==> src/rtl/ps2_frame_rx.sv <==
// PS/2 device-to-host receiver: pin synchronizers, ps2_clk deglitch filter,
// 11-bit frame checker, and E0/F0 prefix folding into is_ext/is_break flags.
module ps2_frame_rx #(
    parameter int FILTER_LEN  = 8,
    parameter int TIMEOUT_CYC = 200_000
) (
    input  logic       clk,
    input  logic       rst_n,
    input  logic       ps2_clk,
    input  logic       ps2_data,
    output logic [7:0] scan_code,
    output logic       new_code,
    output logic       is_break,
    output logic       is_ext,
    output logic       frame_err,
    output logic [1:0] dbg_state
);
    localparam int FLT_W = $clog2(FILTER_LEN + 1);
    localparam int WD_W  = $clog2(TIMEOUT_CYC + 1);
    localparam logic [FLT_W-1:0] FLT_LAST = FLT_W'(FILTER_LEN - 1);
    localparam logic [WD_W-1:0]  WD_LAST  = WD_W'(TIMEOUT_CYC - 1);

    typedef enum logic [1:0] {
        IDLE   = 2'd0,
        DATA   = 2'd1,
        PARITY = 2'd2,
        STOP   = 2'd3
    } state_t;

    logic             clk_s1, clk_s2, dat_s1, dat_s2;
    logic [FLT_W-1:0] flt_cnt;
    logic             clk_f, clk_f_d, fall;
    state_t           state;
    logic [2:0]       bit_cnt;
    logic [7:0]       shreg;
    logic             parity;
    logic [WD_W-1:0]  wd_cnt;
    logic             acc_vld, err_int;
    logic [7:0]       acc_byte;
    logic             ext_pend, brk_pend;

    // Both pins idle high, so the synchronizers reset to 1.
    always_ff @(posedge clk or negedge rst_n) begin
        if (!rst_n) begin
            clk_s1 <= 1'b1;
            clk_s2 <= 1'b1;
            dat_s1 <= 1'b1;
            dat_s2 <= 1'b1;
        end else begin
            clk_s1 <= ps2_clk;
            clk_s2 <= clk_s1;
            dat_s1 <= ps2_data;
            dat_s2 <= dat_s1;
        end
    end

    // clk_f follows clk_s2 only after FILTER_LEN consecutive differing samples.
    always_ff @(posedge clk or negedge rst_n) begin
        if (!rst_n) begin
            flt_cnt <= '0;
            clk_f   <= 1'b1;
            clk_f_d <= 1'b1;
            fall    <= 1'b0;
        end else begin
            clk_f_d <= clk_f;
            fall    <= clk_f_d & ~clk_f;
            if (clk_s2 == clk_f) begin
                flt_cnt <= '0;
            end else if (flt_cnt == FLT_LAST) begin
                clk_f   <= clk_s2;
                flt_cnt <= '0;
            end else begin
                flt_cnt <= flt_cnt + 1'b1;
            end
        end
    end

    // Deframer; dat_s2 is the data bit whenever fall is high.
    always_ff @(posedge clk or negedge rst_n) begin
        if (!rst_n) begin
            state    <= IDLE;
            bit_cnt  <= 3'd0;
            shreg    <= 8'h00;
            parity   <= 1'b0;
            wd_cnt   <= '0;
            acc_vld  <= 1'b0;
            err_int  <= 1'b0;
            acc_byte <= 8'h00;
        end else begin
            acc_vld <= 1'b0;
            err_int <= 1'b0;
            if (state == IDLE) begin
                wd_cnt <= '0;
                if (fall && !dat_s2) begin
                    state   <= DATA;
                    bit_cnt <= 3'd0;
                end
            end else if (fall) begin
                wd_cnt <= '0;
                case (state)
                    DATA: begin
                        shreg   <= {dat_s2, shreg[7:1]};
                        bit_cnt <= bit_cnt + 3'd1;
                        if (bit_cnt == 3'd7) state <= PARITY;
                    end
                    PARITY: begin
                        parity <= dat_s2;
                        state  <= STOP;
                    end
                    STOP: begin
                        if ((^{shreg, parity}) && dat_s2) begin
                            acc_vld  <= 1'b1;
                            acc_byte <= shreg;
                        end else begin
                            err_int <= 1'b1;
                        end
                        state <= IDLE;
                    end
                    default: state <= IDLE;
                endcase
            end else if (wd_cnt == WD_LAST) begin
                err_int <= 1'b1;
                state   <= IDLE;
            end else begin
                wd_cnt <= wd_cnt + 1'b1;
            end
        end
    end

    // new_code is a valid-only strobe: there is no ready, so the consumer must
    // capture scan_code/is_ext/is_break in the cycle new_code is high.
    always_ff @(posedge clk or negedge rst_n) begin
        if (!rst_n) begin
            scan_code <= 8'h00;
            new_code  <= 1'b0;
            is_break  <= 1'b0;
            is_ext    <= 1'b0;
            frame_err <= 1'b0;
            ext_pend  <= 1'b0;
            brk_pend  <= 1'b0;
        end else begin
            new_code  <= 1'b0;
            frame_err <= 1'b0;
            if (err_int) begin
                frame_err <= 1'b1;
                ext_pend  <= 1'b0;
                brk_pend  <= 1'b0;
            end else if (acc_vld) begin
                if (acc_byte == 8'hE0) begin
                    ext_pend <= 1'b1;
                end else if (acc_byte == 8'hF0) begin
                    brk_pend <= 1'b1;
                end else begin
                    scan_code <= acc_byte;
                    is_ext    <= ext_pend;
                    is_break  <= brk_pend;
                    new_code  <= 1'b1;
                    ext_pend  <= 1'b0;
                    brk_pend  <= 1'b0;
                end
            end
        end
    end

    assign dbg_state = state;

endmodule
==> config.mk <==
export PLATFORM = sky130hd
export DESIGN_NAME = ps2_frame_rx
export DESIGN_NICKNAME = d
export VERILOG_FILES = /design/src/rtl/ps2_frame_rx.sv
export SDC_FILE = /design/constraint.sdc
export NUM_CORES = 1
export LEC_CHECK = 0
export CAP_MARGIN = 20
export CORE_MARGIN = 8
export CORE_UTILIZATION = 58
export DETAILED_ROUTE_END_ITERATION = 6
export GPL_ROUTABILITY_DRIVEN = 0
export HOLD_SLACK_MARGIN = 0.08
export MAX_ROUTING_LAYER = met4
export PLACE_DENSITY = 0.89
export SYNTH_ARGS = -nofsm -noshare
export SYNTH_HDL_FRONTEND = slang
export SYNTH_SLANG_ARGS = --single-unit
==> constraint.sdc <==
create_clock -name clk -period 2 [get_ports clk]
set_input_delay 0.4 -clock clk [delete_from_list [all_inputs] [get_ports clk]]
set_output_delay 0.4 -clock clk [all_outputs]
set_load 0.01 [all_outputs]
---- Word-level counts from Yosys, hierarchy flattened ----
Cells that the tools add are included.
cells by class
  add/subtract/negate cells ............... 3
  equality and inequality tests ........... 14
  muxes and demuxes ....................... 37
  bitwise logic cells ..................... 7
  reductions and logical operators ........ 18
operator list
  cell                                                 number
  2-to-1 mux 18 bit                                    3
  2-to-1 mux 1 bit                                     22
  adder 18 x 1 -> 18 bit, second input constant        1
  equality test 18 bit, second input constant          1
  equality test 8 bit, second input constant           2
  2-to-1 mux 3 bit                                     4
  AND reduction 3 bit                                  4
  2-to-1 mux 2 bit                                     5
  XOR reduction 9 bit                                  1
  2-to-1 mux 4 bit                                     2
  AND reduction 4 bit                                  2
  != test 3 bit, second input constant                 2
  NOT 1 bit                                            6
  AND reduction 2 bit                                  3
  nonzero test 2 bit                                   3
  adder 4 x 1 -> 4 bit, second input constant          1
  equality test 2 bit, second input constant           2
  equality test 4 x 3 -> 1 bit, second input constant  1
  != test 4 bit, second input constant                 1
  one-hot mux 2 bit (2 select lines)                   1
  adder 3 x 1 -> 3 bit, second input constant          1
  equality test 3 bit, second input constant           1
  nonzero test 3 bit                                   1
  equality test 2 x 1 -> 1 bit, second input constant  1
  other kinds (7)                                      8
storage, ports and cells
  bits in registers ....................... 67
  bits of input ports ..................... 4
  output and inout bits ................... 14
  logic and storage cells ................. 102

---- Depth between registers and ports, before layout ----
  word-level depth ........................ 6
  gate-level depth with buffers ........... 8
  gate-level depth less buffers ........... 7

---- Least setup slack after synthesis ----
OpenSTA, ideal clock, no wires.
  path kind ............................... reg2reg
  start point ............................. register wd_cnt[15]
  end point ............................... register state[0] (netlist: dbg_state[0])
  library setup time ...................... 0.129 ns
  data arrival time ....................... 1.721 ns
  required time ........................... 1.871 ns
  path slack .............................. 0.149 ns
  cell stages (with the launch flop) ...... 6
  buffers on the path ..................... 0
  clock period less this slack ............ 1.851 ns
  cells stage by stage .................... dfrtp_1 -> or4b_2 -> nor3_2 -> nand2_1 -> a21oi_1 -> o22ai_1
between the ends
  word-level cells in the longest chain between the ends .. 3
ends and longest elaborated chain
  element                               line  source
  start: declaration                    37    logic [WD_W-1:0] wd_cnt;
  start signal: assignment              125   wd_cnt <= wd_cnt + 1'b1;
  equality test 18 bit                  121   end else if (wd_cnt == WD_LAST) begin
  nonzero test 3 bit (no source line)   --
  AND reduction 3 bit (no source line)  --
  end signal: assignment                117   state <= IDLE;
  end signal: assignment                119   default: state <= IDLE;
  end signal: assignment                123   state <= IDLE;
  end: declaration                      33    state_t state;
No other way between the ends.
A chain may end at the register's enable or synchronous reset.

---- Worst setup path after layout ----
  start point ............................. register shreg[3]
  end point ............................... register acc_byte[1]
between the ends
  word-level cells in the longest chain between the ends .. 3
ends and longest elaborated chain
  element                               line  source
  start: declaration                    35    logic [7:0] shreg;
  start signal: assignment              102   shreg <= {dat_s2, shreg[7:1]};
  XOR reduction 9 bit                   111   if ((^{shreg, parity}) && dat_s2) begin
  logical AND 1 bit                     111
  AND reduction 4 bit (no source line)  --
  end signal: assignment                113   acc_byte <= shreg;
  end: declaration                      39    logic [7:0] acc_byte;
No other way between the ends.

==> flow_results.xml <==
<?xml version="1.0" encoding="UTF-8"?>
<metrics>
  <group name="run_status">
    <metric name="failed_checks" unit="">setup timing</metric>
    <metric name="status" unit="">finished with violations</metric>
  </group>
  <group name="yosys">
    <metric name="synth_edf_count" unit="">0</metric>
    <metric name="ys_dominant_reg_cell" unit="">sky130_fd_sc_hd__dfrtp_1</metric>
    <metric name="synthDominantCellAreaShare" unit="%">52.2</metric>
    <metric name="dominant_combinational_cell_family_by_area_after_synthesis" unit="">simple AND/OR/NAND/NOR gates</metric>
    <metric name="count_of_state_elements_after_synthesis" unit="">67</metric>
    <metric name="synth_adder_area_share" unit="%">3.42</metric>
    <metric name="yosys.area.top_type" unit="">sky130_fd_sc_hd__dfrtp_1</metric>
    <metric name="synth_commonest_cells" unit="">61 x sky130_fd_sc_hd__dfrtp_1, 27 x sky130_fd_sc_hd__mux2_2, 24 x sky130_fd_sc_hd__nor2_1</metric>
    <metric name="post_synth_num_cell_types" unit="">34</metric>
    <metric name="synth_cells" unit="">241</metric>
    <metric name="synth-xor-area-share" unit="%">7.23</metric>
    <metric name="synth.avg_cell_area" unit="µm²">12.1</metric>
    <metric name="ys_warn_count" unit="">0</metric>
    <metric name="synth_compound_gate_area_share" unit="%">5.30</metric>
    <metric name="yosys.area_share.simple" unit="%">13.6</metric>
    <metric name="muxShareOfSynthArea" unit="%">11.2</metric>
    <metric name="synth_area" unit="µm²">2930</metric>
    <metric name="ys_async_sr_fraction" unit="%">100</metric>
    <metric name="synth_area_leaders" unit="">sky130_fd_sc_hd__dfrtp_1 52%, sky130_fd_sc_hd__mux2_2 10%, sky130_fd_sc_hd__dfstp_2 5.4%, sky130_fd_sc_hd__xnor2_1 3.6%, sky130_fd_sc_hd__ha_1 3.4%</metric>
    <metric name="post-synth-top-count-cell" unit="">sky130_fd_sc_hd__dfrtp_1</metric>
    <metric name="seq_area_frac_synth" unit="%">57.6</metric>
    <metric name="synthesis.nets" unit="">253</metric>
  </group>
  <group name="power_and_ir_drop">
    <metric name="fin_total_pwr" unit="µW">3530</metric>
    <metric name="p_sw_share" unit="%">32.6</metric>
    <metric name="share_clk_of_total_power" unit="%">26.5</metric>
    <metric name="cellLeakagePower" unit="µW">0.00162</metric>
    <metric name="power_per_cell_area" unit="nW/µm²">1030</metric>
    <metric name="cellInternalPower" unit="µW">2380</metric>
    <metric name="power.sequential.fraction" unit="%">48.1</metric>
    <metric name="combPwrFrac" unit="%">25.5</metric>
    <metric name="switching_power" unit="µW">1150</metric>
    <metric name="ir_worst_vdd" unit="µV">514</metric>
  </group>
  <group name="place">
    <metric name="hpwlAfterDp" unit="µm">3570</metric>
    <metric name="io_buffer_count" unit="">17</metric>
    <metric name="postPlaceCellArea" unit="µm²">3200</metric>
  </group>
  <group name="die">
    <metric name="io_pins" unit="">18</metric>
    <metric name="die_area" unit="µm²">7570</metric>
    <metric name="initial_utilization" unit="%">58.8</metric>
    <metric name="die_span_y" unit="µm">87.0</metric>
    <metric name="placeableCoreArea" unit="µm²">4980</metric>
    <metric name="row_count" unit="">26</metric>
    <metric name="die-width" unit="µm">87.0</metric>
  </group>
  <group name="clocking">
    <metric name="clkLatencyLatePin" unit="ns">0.34</metric>
    <metric name="cts_tree" unit="">done</metric>
    <metric name="clock_transition_at_the_register_clock_pins_on_the_worst_setup_and_hold_paths_after_cts" unit="ns">0.07</metric>
    <metric name="cts.sink_count" unit="">67</metric>
    <metric name="numCtsBuffers" unit="">9</metric>
    <metric name="h_tree_depth_reported_by_cts" unit="">3</metric>
    <metric name="clockRootBuffer" unit="">sky130_fd_sc_hd__clkbuf_8</metric>
    <metric name="cts_max_path_buffers" unit="">2</metric>
  </group>
  <group name="setup_path">
    <metric name="worst_r2r_path_depth" unit="">5</metric>
    <metric name="cp-endpoint" unit="">acc_byte[1]</metric>
    <metric name="critPathCaptureType" unit="">flop</metric>
    <metric name="ff_to_ff_end" unit="">acc_byte[1]</metric>
    <metric name="required_time_reported_for_the_critical_path_endpoint" unit="ns">2.22</metric>
    <metric name="rr_startpoint" unit="">shreg[3]</metric>
    <metric name="launch_point_of_the_critical_path" unit="">shreg[3]</metric>
    <metric name="critical_path_arrival" unit="ns">2.23</metric>
    <metric name="rrSetupSlack" unit="ns">-0.008</metric>
    <metric name="setup.worst_path.start_class" unit="">flop</metric>
    <metric name="path_max_fanout" unit="">5</metric>
    <metric name="setup.worst_path.class" unit="">flop to flop</metric>
  </group>
  <group name="drt">
    <metric name="drt.antenna.violating_nets" unit="">0</metric>
    <metric name="drt-initial-drc-count" unit="">55</metric>
    <metric name="detailedRoute.firstPassIterationCount" unit="">4</metric>
    <metric name="route.vias.total" unit="">1886</metric>
    <metric name="finalWirelength" unit="µm">5200</metric>
    <metric name="viasPerCell" unit="">5.44</metric>
    <metric name="wl_per_cell" unit="µm">15.0</metric>
    <metric name="drc" unit="">0</metric>
  </group>
  <group name="layout">
    <metric name="final_core_util" unit="%">69.0</metric>
    <metric name="stdcell_area" unit="µm²">3440</metric>
    <metric name="drive_above_1_share" unit="%">24.5</metric>
    <metric name="design.final.nets" unit="">284</metric>
    <metric name="final-seq-area" unit="µm²">1680</metric>
    <metric name="antenna-diode-count" unit="">0</metric>
    <metric name="nFillCells" unit="">345</metric>
    <metric name="multiInputGateArea" unit="µm²">1250</metric>
    <metric name="area_growth" unit="%">17.5</metric>
  </group>
  <group name="global_route">
    <metric name="first_pass_grt_wire_length" unit="µm">9100</metric>
    <metric name="global_route.usage.total" unit="%">16.2</metric>
    <metric name="grt_start_max_net_pins" unit="">37</metric>
    <metric name="initial_antenna_violation_count" unit="">0</metric>
    <metric name="overflow_left_after_global_routing" unit="">0</metric>
    <metric name="vias_in_the_first_global_route" unit="">1980</metric>
  </group>
  <group name="sta">
    <metric name="timing.fmax" unit="GHz">0.498</metric>
    <metric name="relSlewSlack" unit="%">59.2</metric>
    <metric name="setup-violations-final" unit="">1</metric>
    <metric name="final-hold-violation-count" unit="">0</metric>
    <metric name="post_route_fraction_of_the_period_consumed_by_the_critical_path" unit="%">100</metric>
    <metric name="worst_pin_slew" unit="ns">0.606</metric>
    <metric name="grt_setup_unrepaired" unit="">true</metric>
    <metric name="layout_setup_ws" unit="ns">-0.00805</metric>
    <metric name="hold_ws" unit="ns">0.0770</metric>
    <metric name="post-route-min-period" unit="ns">2.01</metric>
    <metric name="final_max_slew_viol_count" unit="">0</metric>
    <metric name="finalClockSkew" unit="ns">0.00828</metric>
  </group>
  <group name="worst_hold_path">
    <metric name="worst_hold_path_type" unit="">input port to async pin</metric>
  </group>
  <group name="run">
    <metric name="cap_viol_max_count" unit="">0</metric>
  </group>
</metrics>
## worst max-delay path, cell delays in order (launching register included)
cell and delay (ns):
sky130_fd_sc_hd__dfrtp_1 0.41, sky130_fd_sc_hd__xnor2_2 0.16, sky130_fd_sc_hd__xnor3_2 0.48, sky130_fd_sc_hd__mux2i_4 0.29, sky130_fd_sc_hd__nand4_4 0.19, sky130_fd_sc_hd__mux2_4 0.36
## worst min-delay path by stage
| stage | startpoint | endpoint | slack, ns | depth (start not counted) |
|---|---|---|---|---|
| detailed placement | clk_s1 | clk_s2 | 0.35 | 0 |
| CTS | rst_n | flt_cnt[1] | 0.08 | 2 |
| global route | rst_n | acc_byte[0] | 0.11 | 2 |
| global placement | clk_s1 | clk_s2 | 0.35 | 0 |
| finish | rst_n | acc_byte[0] | 0.08 | 2 |
| floorplan | rst_n | acc_byte[0] | 0.10 | 0 |
## power groups by stage
stage | clock, µW | sequential (µW) | combinational, µW
after floorplan | 0 | 1660 | 604
after global placement | 0 | 1700 | 774
after detailed placement | 0 | 1710 | 819
after CTS | 957 | 1690 | 901
after global routing | 1030 | 1720 | 1020
final | 933 | 1700 | 898
## kinds of logic after synthesis
kind of cell	after synthesis
flops	67
fa+ha+maj	8
simple gates	77
compound gates	26
xor+xnor	21
buf+inv	13
mux	29
## registers in the layout, indices dropped and copies added, names as in the netlist, 2 cells and up
name,count
acc_byte,8
bit_cnt,3
dbg_state,2
flt_cnt,4
scan_code,8
shreg,8
wd_cnt,18
## area by class of cell
type                            instances  area share, %
Tap cell                               70           2.55
Inverter                                8          0.874
Multi-Input combinational cell        162           36.5
Clock buffer                           11           3.82
Sequential cell                        67           49.0
Timing Repair Buffer                   24           6.34
Clock inverter                          5          0.874
## what timing repair did
item / in CTS / in global routing
resized for setup: 5 / 4
hold buffers: 0 / 0
pin swaps: 2 / 2
cloned: 1 / 0
endpoints found under the hold margin: 0 / 0
endpoints found under the setup margin: 8 / 12
buffers inserted: 2 / 0
## metrics by stage
| step | setup TNS (ns) | instances | setup WS, ns |
|---|---|---|---|
| after floorplan | 0 | 241 | 0.149 |
| after global placement | 0 | 328 | 0.101 |
| after detailed placement | -0.283 | 328 | -0.0418 |
| after CTS | -0.0236 | 347 | -0.0236 |
| after global routing | -0.276 | 347 | -0.0794 |
| final | -0.00805 | 347 | -0.00805 |
## metal layers
layer	part of all wire, %	track usage [%]	vias up
met4	1.5	8.76	0
met3	3.4	4.53	9
met2	52	26.8	28
met1	43	17.4	947
met5	0	-	-
li1	-	-	902
## layout by cell type (no fill, tap or decap), types with 5 or more instances in the layout
cell	count
sky130_fd_sc_hd__nand3_1	11
sky130_fd_sc_hd__nor2b_1	5
sky130_fd_sc_hd__a21oi_1	6
sky130_fd_sc_hd__inv_1	8
sky130_fd_sc_hd__clkbuf_8	9
sky130_fd_sc_hd__and3_1	5
sky130_fd_sc_hd__xnor2_1	10
sky130_fd_sc_hd__dfrtp_1	61
sky130_fd_sc_hd__dfstp_2	6
sky130_fd_sc_hd__buf_4	7
sky130_fd_sc_hd__o21ai_0	8
sky130_fd_sc_hd__nand2_1	14
sky130_fd_sc_hd__nor2_1	24
sky130_fd_sc_hd__ha_1	8
sky130_fd_sc_hd__a31oi_1	5
sky130_fd_sc_hd__clkdlybuf4s50_1	16
sky130_fd_sc_hd__mux2_2	26
sky130_fd_sc_hd__xor2_1	7
No activity file was read; power rests on OpenSTA's default activity.
